===== config.mk =====
export PLATFORM = sky130hd
export DESIGN_NAME = mem_arbiter
export DESIGN_NICKNAME = d
export VERILOG_FILES = /design/src/rtl/mem_pkg.sv /design/src/rtl/rr_pick2.sv /design/src/rtl/mem_arbiter.sv
export SDC_FILE = /design/constraint.sdc
export NUM_CORES = 1
export LEC_CHECK = 0
export ABC_AREA = 0
export CORE_MARGIN = 3
export CORE_UTILIZATION = 24
export DETAILED_ROUTE_END_ITERATION = 12
export RECOVER_POWER = 50
export SYNTH_ARGS = -nofsm -noshare
export SYNTH_HDL_FRONTEND = slang
export SYNTH_SLANG_ARGS = --single-unit

===== constraint.sdc =====
create_clock -name clk -period 2.55 [get_ports clk]
set_clock_uncertainty 0.15 [all_clocks]
set_input_delay 0.51 -clock clk [delete_from_list [all_inputs] [get_ports clk]]
set_output_delay 0.51 -clock clk [all_outputs]
set_load 0.01 [all_outputs]

===== src/rtl/mem_pkg.sv =====
// Shared constants and types for the two-master memory arbiter.
package mem_pkg;

    localparam int MEM_WIDTH   = 16;
    localparam int MEM_DEPTH   = 64;
    localparam int MEM_TIMEOUT = 16;

    // Arbiter FSM encoding, kept as plain constants for older tool flows.
    typedef logic [1:0] state_t;
    localparam state_t ST_IDLE  = 2'd0;
    localparam state_t ST_ISSUE = 2'd1;
    localparam state_t ST_RESP  = 2'd2;

    // Requester index: 0 = m0, 1 = m1.
    typedef logic grant_id_t;

endpackage


===== src/rtl/rr_pick2.sv =====
// Two-way round-robin picker: on a tie the requester that did not win last time goes next.
module rr_pick2
    import mem_pkg::*;
(
    input  logic [1:0] req,
    input  logic       last,
    output logic       gnt,
    output logic       any
);

    // Tie alternates against the previous winner; a lone request simply wins.
    always_comb begin
        any = |req;
        gnt = 1'b0;
        if (req == 2'b11) begin
            gnt = ~last;
        end else if (req[1]) begin
            gnt = 1'b1;
        end
    end

endmodule


===== src/rtl/mem_arbiter.sv =====
// Shares one single-port memory between two requesters, one transaction at a time.
//
// state    | meaning
// ---------+-----------------------------------------------------------
// ST_IDLE  | no transaction; pick a winner from m0/m1 and latch its command
// ST_ISSUE | drive latched command to memory until ready or timeout
// ST_RESP  | one-cycle ready/err pulse to the granted requester
module mem_arbiter
    import mem_pkg::*;
#(
    parameter int WIDTH      = MEM_WIDTH,
    parameter int DEPTH      = MEM_DEPTH,
    parameter int ADDR_WIDTH = $clog2(DEPTH),
    parameter int TIMEOUT    = MEM_TIMEOUT
) (
    input  logic                  clk,
    input  logic                  rst,
    input  logic                  m0_valid,
    input  logic                  m0_wr_rd,
    input  logic [ADDR_WIDTH-1:0] m0_addr,
    input  logic [WIDTH-1:0]      m0_wdata,
    output logic                  m0_ready,
    output logic                  m0_err,
    output logic [WIDTH-1:0]      m0_rdata,
    input  logic                  m1_valid,
    input  logic                  m1_wr_rd,
    input  logic [ADDR_WIDTH-1:0] m1_addr,
    input  logic [WIDTH-1:0]      m1_wdata,
    output logic                  m1_ready,
    output logic                  m1_err,
    output logic [WIDTH-1:0]      m1_rdata,
    output logic                  valid,
    output logic                  wr_rd,
    output logic [ADDR_WIDTH-1:0] addr,
    output logic [WIDTH-1:0]      wdata,
    input  logic [WIDTH-1:0]      rdata,
    input  logic                  ready
);

    localparam int CNT_W = $clog2(TIMEOUT);
    localparam logic [CNT_W-1:0] CNT_LAST = CNT_W'(TIMEOUT - 1);

    state_t                state_q, state_d;
    grant_id_t             grant_q, grant_d;
    grant_id_t             last_q, last_d;
    logic                  ok_q, ok_d;
    logic                  wr_q, wr_d;
    logic [ADDR_WIDTH-1:0] addr_q, addr_d;
    logic [WIDTH-1:0]      wdata_q, wdata_d;
    logic [WIDTH-1:0]      rdata_q, rdata_d;
    logic [CNT_W-1:0]      cnt_q, cnt_d;

    logic pick_gnt;
    logic pick_any;
    logic in_issue;
    logic in_resp;

    rr_pick2 u_pick (
        .req  ({m1_valid, m0_valid}),
        .last (last_q),
        .gnt  (pick_gnt),
        .any  (pick_any)
    );

    // Next-state and latch updates; the command is captured once at grant and never re-read.
    always_comb begin
        state_d = state_q;
        grant_d = grant_q;
        last_d  = last_q;
        ok_d    = ok_q;
        wr_d    = wr_q;
        addr_d  = addr_q;
        wdata_d = wdata_q;
        rdata_d = rdata_q;
        cnt_d   = cnt_q;
        case (state_q)
            ST_IDLE: begin
                if (pick_any) begin
                    state_d = ST_ISSUE;
                    grant_d = pick_gnt;
                    cnt_d   = '0;
                    if (pick_gnt) begin
                        wr_d    = m1_wr_rd;
                        addr_d  = m1_addr;
                        wdata_d = m1_wdata;
                    end else begin
                        wr_d    = m0_wr_rd;
                        addr_d  = m0_addr;
                        wdata_d = m0_wdata;
                    end
                end
            end
            ST_ISSUE: begin
                if (ready) begin
                    state_d = ST_RESP;
                    ok_d    = 1'b1;
                    if (!wr_q) begin
                        rdata_d = rdata;
                    end
                end else if (cnt_q == CNT_LAST) begin
                    state_d = ST_RESP;
                    ok_d    = 1'b0;
                end else begin
                    cnt_d = cnt_q + CNT_W'(1);
                end
            end
            ST_RESP: begin
                last_d  = grant_q;
                state_d = ST_IDLE;
            end
            default: begin
                state_d = ST_IDLE;
            end
        endcase
    end

    // Register bank; reset abandons any transaction without a response pulse.
    always_ff @(posedge clk) begin
        if (!rst) begin
            state_q <= ST_IDLE;
            grant_q <= 1'b0;
            last_q  <= 1'b1;
            ok_q    <= 1'b0;
            wr_q    <= 1'b0;
            addr_q  <= '0;
            wdata_q <= '0;
            rdata_q <= '0;
            cnt_q   <= '0;
        end else begin
            state_q <= state_d;
            grant_q <= grant_d;
            last_q  <= last_d;
            ok_q    <= ok_d;
            wr_q    <= wr_d;
            addr_q  <= addr_d;
            wdata_q <= wdata_d;
            rdata_q <= rdata_d;
            cnt_q   <= cnt_d;
        end
    end

    assign in_issue = (state_q == ST_ISSUE);
    assign in_resp  = (state_q == ST_RESP);

    // Memory side is quiet (all zero) whenever no command is being issued.
    assign valid = in_issue;
    assign wr_rd = in_issue & wr_q;
    assign addr  = in_issue ? addr_q : '0;
    assign wdata = in_issue ? wdata_q : '0;

    // Only the granted requester sees anything, and only during the response cycle.
    assign m0_ready = in_resp & ~grant_q & ok_q;
    assign m0_err   = in_resp & ~grant_q & ~ok_q;
    assign m0_rdata = (in_resp & ~grant_q) ? rdata_q : '0;
    assign m1_ready = in_resp & grant_q & ok_q;
    assign m1_err   = in_resp & grant_q & ~ok_q;
    assign m1_rdata = (in_resp & grant_q) ? rdata_q : '0;

endmodule


# Yosys cells after proc, flatten, opt, wreduce, memory -nomap -nowiden
# Index checks and enable logic that the tools add are counted.
[word_totals] ff_bits=48 latch_bits=0 ramBits=0 mem_bits_ro=0 in_bits=67 word_cells=57 mem_count=0
[op_classes] addsub=1 n_mul=0 div_mod_pow=0 n_lt_le_gt_ge=0 eq_ne=8 shift=0 muxes=19 bitwise_logic=11 n_reduce_logical=9
[ops] operator="$mux W16" n=4
[ops] operator="$mux W4" n=3
[ops] operator="$mux W6" n=2
[ops] operator="$pmux W4 S2" n=1
[ops] operator="$and A1 B1 Y1" n=7
[ops] operator="$mux W2" n=3
[ops] operator="$ne A2 B2 Y1 const B" n=3
[ops] operator="$reduce_and A2 Y1" n=3
[ops] operator="$mux W1" n=5
[ops] operator="$add A4 B1 Y4 const B" n=1
[ops] operator="$eq A2 B2 Y1 const B" n=2
[ops] operator="$eq A4 B4 Y1 const B" n=1
[ops] operator="$not A1 Y1" n=4
[ops] operator="$pmux W2 S2" n=1
[ops] operator="$reduce_and A4 Y1" n=1
[ops] operator="$reduce_bool A2 Y1" n=2
[ops] operator="$ne A3 B2 Y1 const B" n=1
[ops] operator="$reduce_and A3 Y1" n=1
[ops] operator="$eq A2 B1 Y1 const B" n=1
[ops] operator="$logic_not A2 Y1" n=1
[ops] operator="$reduce_or A2 Y1" n=1

# Longest topological paths before layout
# Gate-level depths: netlist of the first run.
[depth] ltp_word=4 ltp_mapped=5 depth_no_buf=4

# By module
# Synthesis of the first run repeated with hierarchy kept, for this count alone.
[hier_totals] cells_unflattened=287 area_unflattened_um2=2456.1
[modules_own_cells] module="mem_arbiter" instances=1 cells_per_inst=285 area_each_um2=2442.3 seq_area_each_um2=960.9
[modules_own_cells] module="rr_pick2" instances=1 cells_per_inst=2 area_each_um2=13.8 seq_area_each_um2=0.0

# Worst setup path before layout of the first run
# OpenSTA, ideal clock, no wires.
[synth_timing] path_type="register to output" start="register state_q[1]" end="output m1_rdata[10]" t_arrival_ns=1.194 path_slack_ns=0.696 stages_incl_launch_ff=5 path_buffers=2 cell_sequence="dfxtp_1 -> and3b_2 -> clkbuf_1 -> clkbuf_1 -> and2_1"
[synth_via] elab_chain_cells=3
[synth_lines] element="start: declaration" line="mem_arbiter.sv:43" rtl="state_t state_q, state_d;"
[synth_lines] element="start signal: assignment" line="mem_arbiter.sv:130" rtl="state_q <= state_d;"
[synth_lines] element="$eq A2 B2 Y1" line="mem_arbiter.sv:143" rtl="assign in_resp = (state_q == ST_RESP);"
[synth_lines] element="$and A1 B1 Y1" line="mem_arbiter.sv:157" rtl="assign m1_rdata = (in_resp & grant_q) ? rdata_q : '0;"
[synth_lines] element="$mux W16" line="mem_arbiter.sv:157"
[synth_lines] element="end: declaration" line="mem_arbiter.sv:31" rtl="output logic [WIDTH-1:0] m1_rdata,"
# Every way passes these cells.

# Worst setup path after layout of the first run
[layout_timing] start="register grant_q" end="output m1_err"
[layout_via] elab_chain_cells=2
[layout_lines] element="start: declaration" line="mem_arbiter.sv:44" rtl="grant_id_t grant_q, grant_d;"
[layout_lines] element="start signal: assignment" line="mem_arbiter.sv:131" rtl="grant_q <= grant_d;"
[layout_lines] element="$and A1 B1 Y1 (2 in series)" line="mem_arbiter.sv:156" rtl="assign m1_err = in_resp & grant_q & ~ok_q;"
[layout_lines] element="end: declaration" line="mem_arbiter.sv:30" rtl="output logic m1_err,"
# Every way passes these cells.

==> results of run 1 <==
==> kinds of logic (layout without fill, tap and decap cells) <==
logic type | count (synthesis) | after routing | synth area share
DFF | 48 | 48 | 0.391
buffers and inverters | 26 | 145 | 0.0520
adders and majority gates | 1 | 1 | 0.00510
muxes | 23 | 23 | 0.0938
AOI/OAI and AO/OA | 78 | 78 | 0.194
and+or+nand+nor | 116 | 117 | 0.264
==> worst max path at each step <==
stage                     slack (ns)               endpoint  cells past startpoint               startpoint
after floorplan                 0.70           m1_rdata[10]                      4  state_q[1]$_SDFFE_PN0P_
after global placement          0.34  cnt_q[0]$_SDFFE_PN0P_                      4                    ready
after detailed placement        0.28                 m1_err                      3  state_q[1]$_SDFFE_PN0P_
after CTS                       0.02            m0_rdata[9]                      5  state_q[0]$_SDFFE_PN0P_
after global routing           -0.02                 m1_err                      3     grant_q$_SDFFE_PN0P_
final                           0.08                 m1_err                      3     grant_q$_SDFFE_PN0P_
==> layer usage <==
layer,routed length [µm],global-route usage
met1,3280,0.151
met2,3410,0.214
met3,628,0.0385
met4,95,0.0374
met5,0,0
==> cells in the mapped netlist <==
master and n:
and3_1 1, and2_1 58, or3b_4 1, buf_6 2
o21ai_0 3, nand2b_1 1, inv_2 1, or2_2 2
o22ai_1 1, and4bb_2 1, nor3b_1 1, or4_1 1
a41oi_1 1, mux2i_1 23, dfxtp_1 48, nor3_1 1
buf_4 1, a21oi_1 43, nand3_1 1, a21boi_0 1
nor2b_1 2, buf_2 8, ha_1 1, nor2_1 5
a31oi_1 1, o221ai_1 2, a211oi_1 24, nand2_1 36
o211a_1 1, nand3b_1 3, a21bo_2 1, nand4bb_1 1
clkbuf_1 13, and3b_2 1, clkbuf_2 1
==> registers in the layout (all words and copies together), names as in the netlist <==
name / cells
wr_q: 1
grant_q: 1
cnt_q: 4
state_q: 2
last_q: 1
rdata_q: 16
wdata_q: 16
addr_q: 6
ok_q: 1
==> power by group <==
group,internal [mW],switching (mW)
clock,0.220,0.262
sequential,0.809,0.0368
combinational,0.228,0.179
==> final cells by class <==
type,count,area (µm²),area share
multi-input cells,219,1400,0.349
flip-flops and latches,48,968,0.242
well taps,133,166,0.0415
inverters,1,3.75,0.000937
clock buffers,6,82.6,0.0206
clock inverters,2,15.0,0.00375
repair buffers,136,1370,0.342
==> critical path, stage by stage (launching register included) <==
cell and delay (ns):
dfxtp_1 0.46, and3b_2 0.34, nor2b_1 0.17, clkdlybuf4s50_1 0.54
==> what timing repair did <==
| action | 4_1_cts | 5_1_grt |
|---|---|---|
| gates cloned | 1 | 1 |
| resized for setup | 2 | 20 |
| pin swaps | 1 | 0 |
| endpoints found under the setup margin | 44 | 44 |
==> impl_results.md, run 1 <==
- Hold-critical path depth: 2
- Worst min path class: register to register
- Yosys top cell by area: dfxtp_1
- Hold Startpoint: rdata_q[10]$_SDFFE_PN0P_
- Max Clock Freq: 0.404 GHz
- Slew HR: 0.374
- Area grow syn2layout: 63.3%
- Netlist cell types: 35
- Hold Slack: 0.320 ns
- Clock latency on the worst-skew pair: 0.30 ns
- CTS Hold Bufs: 0
- Status: finished, final reports clean
- RSZ-0062 raised after global routing: yes
- DRT Pass-1 Iters: 4
- Post-Place Setup Slack: 0.275 ns
- Syn Inst Count: 292
- R2R Setup Slk: 0.33 ns
- Design Power: 1.73 mW
- CP Capture Type: primary output
- CP arrival: 1.81 ns
- Maximum vdd ir drop: 218 µV
- GRT overflow: 0
- Hold EP: rdata_q[10]$_SDFFE_PN0P_
- CTS tree: built
- Routed wire length: 7420 µm
- Reg-to-reg endpoint: wdata_q[12]$_SDFFE_PN0P_
- Commonest cells after routing, fill and taps aside: 115 x clkdlybuf4s50_1, 57 x and2_1, 46 x dfxtp_1
- Reg2Reg Depth: 4
- WS Path Type: register to primary output
- Top cell type's share of synthesized area: 0.391
- First-pass GRT wire length: 11600 µm
- Setup repair bufs after CTS: 0
- Tmin final: 2.47 ns
- Final period util: 0.970
- N_diodes: 0
- Hold Violations, Final: 0
- Max-slew violations: 0
- Pleak: 1.60 nW
- Utilization after layout: 0.406
- Drt via density: 4.54
- Largest net degree at the start of global routing: 30
- #FFs+latches synth: 48
- Yosys warnings: 0
- Std cell rows: 36
- Post-synthesis sequential area ratio: 0.391
- Initial antenna violation count: 0
- Crit path required time: 1.89 ns
- CP max FO: 10
- Commonest non-fill, non-tap cell in the layout: clkdlybuf4s50_1
- Routability congestion estimate: 0.715
- TritonCTS sink count: 48
- Initial DRC count: 72
- Root buf cell: clkbuf_8
- Via Count: 2473
- WL/cell: 13.6 µm
- Reg clk slew, reported paths: 0.09 ns
- Vias in the first global route: 2397
- Core ar.: 9860 µm²
- # IOs: 127
- Drt drc: 0
- Die height: 107 µm
- Post-Place Cell Area: 3860 µm²
- Initial Utilization: 0.249
- Clk buf depth: 2
- Placed insts: 535
- PortBufs: 126
- Design area: 4010 µm²
- Startpoint types: register
- Setup ws final: 0.0754 ns
- Post-DRT Antenna Nets: 0
- Number of buffers created by CTS: 5
- Fill count: 1011
- Post-layout nets: 479
- Final HPWL DP: 5390 µm
- Full die area: 11500 µm²
- Synth top area cells: dfxtp_1 39%, and2_1 15%, mux2i_1 9.4%, a21oi_1 8.8%, a211oi_1 7.3%
- Finished Layout Cells: 545
- Die Wd: 107 µm
- Maxcap violations: 0
- P per Cell Area: 433 nW/µm²
- Synth Area per Inst: 8.41 µm²
- Setup-failing EPs final: 0
- Deepest level of the CTS H-tree: 2
- Share of cells above drive strength 1: 0.0680
- Gr usage total: 0.125
- Post-Route Setup TNS: 0 ns
- Worst-margin pin slew: 0.936 ns
- Netlist Area Pre-Place: 2450 µm²
- Syn Nets: 360
- R2R Path Start: state_q[1]$_SDFFE_PN0P_
Note: power is estimated with default switching activity, not from simulation.
==> inputs of run 2 (changes only) <==
--- a/config.mk
+++ b/config.mk
@@ -9,7 +9,7 @@
 export CORE_MARGIN = 3
 export CORE_UTILIZATION = 24
 export DETAILED_ROUTE_END_ITERATION = 12
-export RECOVER_POWER = 50
+export RECOVER_POWER = 100
 export SYNTH_ARGS = -nofsm -noshare
 export SYNTH_HDL_FRONTEND = slang
 export SYNTH_SLANG_ARGS = --single-unit
==> run 2 against run 1 <==
Worst hold slack better by 0.0012 ns; clock power about the same; utilization shrank 0.063 points; flip-flop and latch count stayed put; combinational power is essentially flat; setup slack improved by 0.0017 ns; maximum frequency barely moved; via count increased by 0.16%; routed wire length barely moved; first-iteration DRC count up 5.6%; global-route usage is the same; critical endpoint unchanged; largest cell class unchanged; largest power group unchanged.
==> impl_results.md, run 2 (same netlist as run 1, synthesis figures left out) <==
- Status: finished, final reports clean
- Hold Slack: 0.322 ns
- R2R Path Start: state_q[0]$_SDFFE_PN0P_
- Initial antenna violation count: 0
- Gr usage total: 0.125
- Drt via density: 4.54
- Top flop regs: rdata_q (16), wdata_q (16), addr_q (6)
- Post-Route Setup TNS: 0 ns
- Slew HR: 0.374
- # IOs: 127
- Clk buf depth: 2
- Worst min path class: register to register
- Core ar.: 9860 µm²
- FF/Latch Area: 968 µm²
- Die Wd: 107 µm
- Multi-input logic area: 1400 µm²
- TritonCTS sink count: 48
- Setup repair bufs after CTS: 0
- Number of buffers created by CTS: 5
- Hold-critical path depth: 2
- Commonest non-fill, non-tap cell in the layout: clkdlybuf4s50_1
- P per Cell Area: 433 nW/µm²
- Reg clk slew, reported paths: 0.09 ns
- Hold Startpoint: rdata_q[10]$_SDFFE_PN0P_
- Die height: 107 µm
- Utilization after layout: 0.406
- Final period util: 0.970
- Pleak: 1.59 nW
- Clock latency on the worst-skew pair: 0.30 ns
- Deepest level of the CTS H-tree: 2
- Post-layout nets: 479
- DRT Pass-1 Iters: 4
- Hold Violations, Final: 0
- Area grow syn2layout: 63.0%
- Worst-margin pin slew: 0.936 ns
- R2R Setup Slk: 0.33 ns
- CP arrival: 1.81 ns
- CP max FO: 10
- Routed wire length: 7410 µm
- Vias in the first global route: 2397
- RSZ-0062 raised after global routing: yes
- Via Count: 2477
- Root buf cell: clkbuf_8
- Maxcap violations: 0
- Post-DRT Antenna Nets: 0
- Drt drc: 0
- Startpoint types: register
- Net Switching: 477 µW
- CTS tree: built
- Share of cells above drive strength 1: 0.0655
- Register share of total power: 0.488
- Std cell rows: 36
- Clk pwr share: 0.278
- Pint: 1.25 mW
- Max-slew violations: 0
- Sw Ratio: 0.275
- Crit path required time: 1.89 ns
- CP Capture Type: primary output
- Commonest cells after routing, fill and taps aside: 114 x clkdlybuf4s50_1, 51 x and2_1, 46 x dfxtp_1
- CTS Hold Bufs: 0
- Post-Place Setup Slack: 0.275 ns
- Reg-to-reg endpoint: wdata_q[12]$_SDFFE_PN0P_
- Setup-failing EPs final: 0
- Hold EP: rdata_q[10]$_SDFFE_PN0P_
- GRT overflow: 0
- Tmin final: 2.47 ns
- Setup ws final: 0.0770 ns
- Largest net degree at the start of global routing: 30
- First-pass GRT wire length: 11600 µm
- Routability congestion estimate: 0.715
- Final HPWL DP: 5390 µm
- Fill count: 1012
- Maximum vdd ir drop: 217 µV
- Max Clock Freq: 0.404 GHz
- PortBufs: 126
- Full die area: 11500 µm²
- Reg2Reg Depth: 4
- N_diodes: 0
- WS Path Type: register to primary output
- WL/cell: 13.6 µm
- Initial Utilization: 0.249
- Power share of the combinational group: 0.234
- Initial DRC count: 76
-- run 2: cell count changes in the layout (fill, tap and decap cells not counted) --
| cell | previous run | this run |
|---|---|---|
| and2_0 | 1 | 7 |
| and2_1 | 57 | 51 |
| buf_4 | 5 | 6 |
| buf_6 | 2 | 1 |
| clkdlybuf4s50_1 | 115 | 114 |
| dlygate4sd3_1 | 2 | 3 |
| nand2b_1 | 0 | 1 |
| nand2b_2 | 1 | 0 |
-- run 2: routing by layer --
layer	vias up	wire, µm	global-route usage
met2	104	3420	0.214
li1	1245	-	-
met3	8	628	0.0385
met1	1120	3270	0.151
met5	-	0	0
met4	0	95	0.0374
-- run 2: metrics by stage --
stage / power, mW / cell area [µm²] / cells
after detailed placement: 1.28 / 3860 / 535
after CTS: 1.77 / 3970 / 544
after global placement: 1.27 / 3860 / 535
after floorplan: 1.06 / 2450 / 292
after global routing: 1.84 / 4000 / 545
final: 1.73 / 4000 / 545
-- run 2: power by group through the flow --
stage | Clock (mW) | Sequential [mW] | Combinational [mW]
CTS | 0.507 | 0.846 | 0.416
detailed placement | 0 | 0.861 | 0.414
finish | 0.481 | 0.845 | 0.405
floorplan | 0 | 0.849 | 0.211
global placement | 0 | 0.858 | 0.409
global route | 0.532 | 0.855 | 0.448
-- run 2: critical path, stage by stage, from the launching register on --
cell and delay, ns:
dfxtp_1 0.46, and3b_2 0.34, nor2b_1 0.17, clkdlybuf4s50_1 0.54
-- run 2: final cells by class --
type | count | area share
inverters | 1 | 0.000938
flip-flops and latches | 48 | 0.242
clock inverters | 2 | 0.00375
multi-input cells | 219 | 0.349
clock buffers | 6 | 0.0206
well taps | 133 | 0.0416
repair buffers | 136 | 0.342
-- run 2: what timing repair did --
action	CTS	global route
pin swaps	1	0
gates resized for setup	2	20
endpoints found under the setup margin	44	44
cloned	1	1
-- run 2: how the worst max path moves through the flow --
stage,startpoint,end
3_5_place_dp,state_q[1]$_SDFFE_PN0P_,m1_err
4_1_cts,state_q[0]$_SDFFE_PN0P_,m0_rdata[9]
6_report,grant_q$_SDFFE_PN0P_,m1_err
3_3_place_gp,ready,cnt_q[0]$_SDFFE_PN0P_
2_1_floorplan,state_q[1]$_SDFFE_PN0P_,m1_rdata[10]
5_1_grt,grant_q$_SDFFE_PN0P_,m1_err
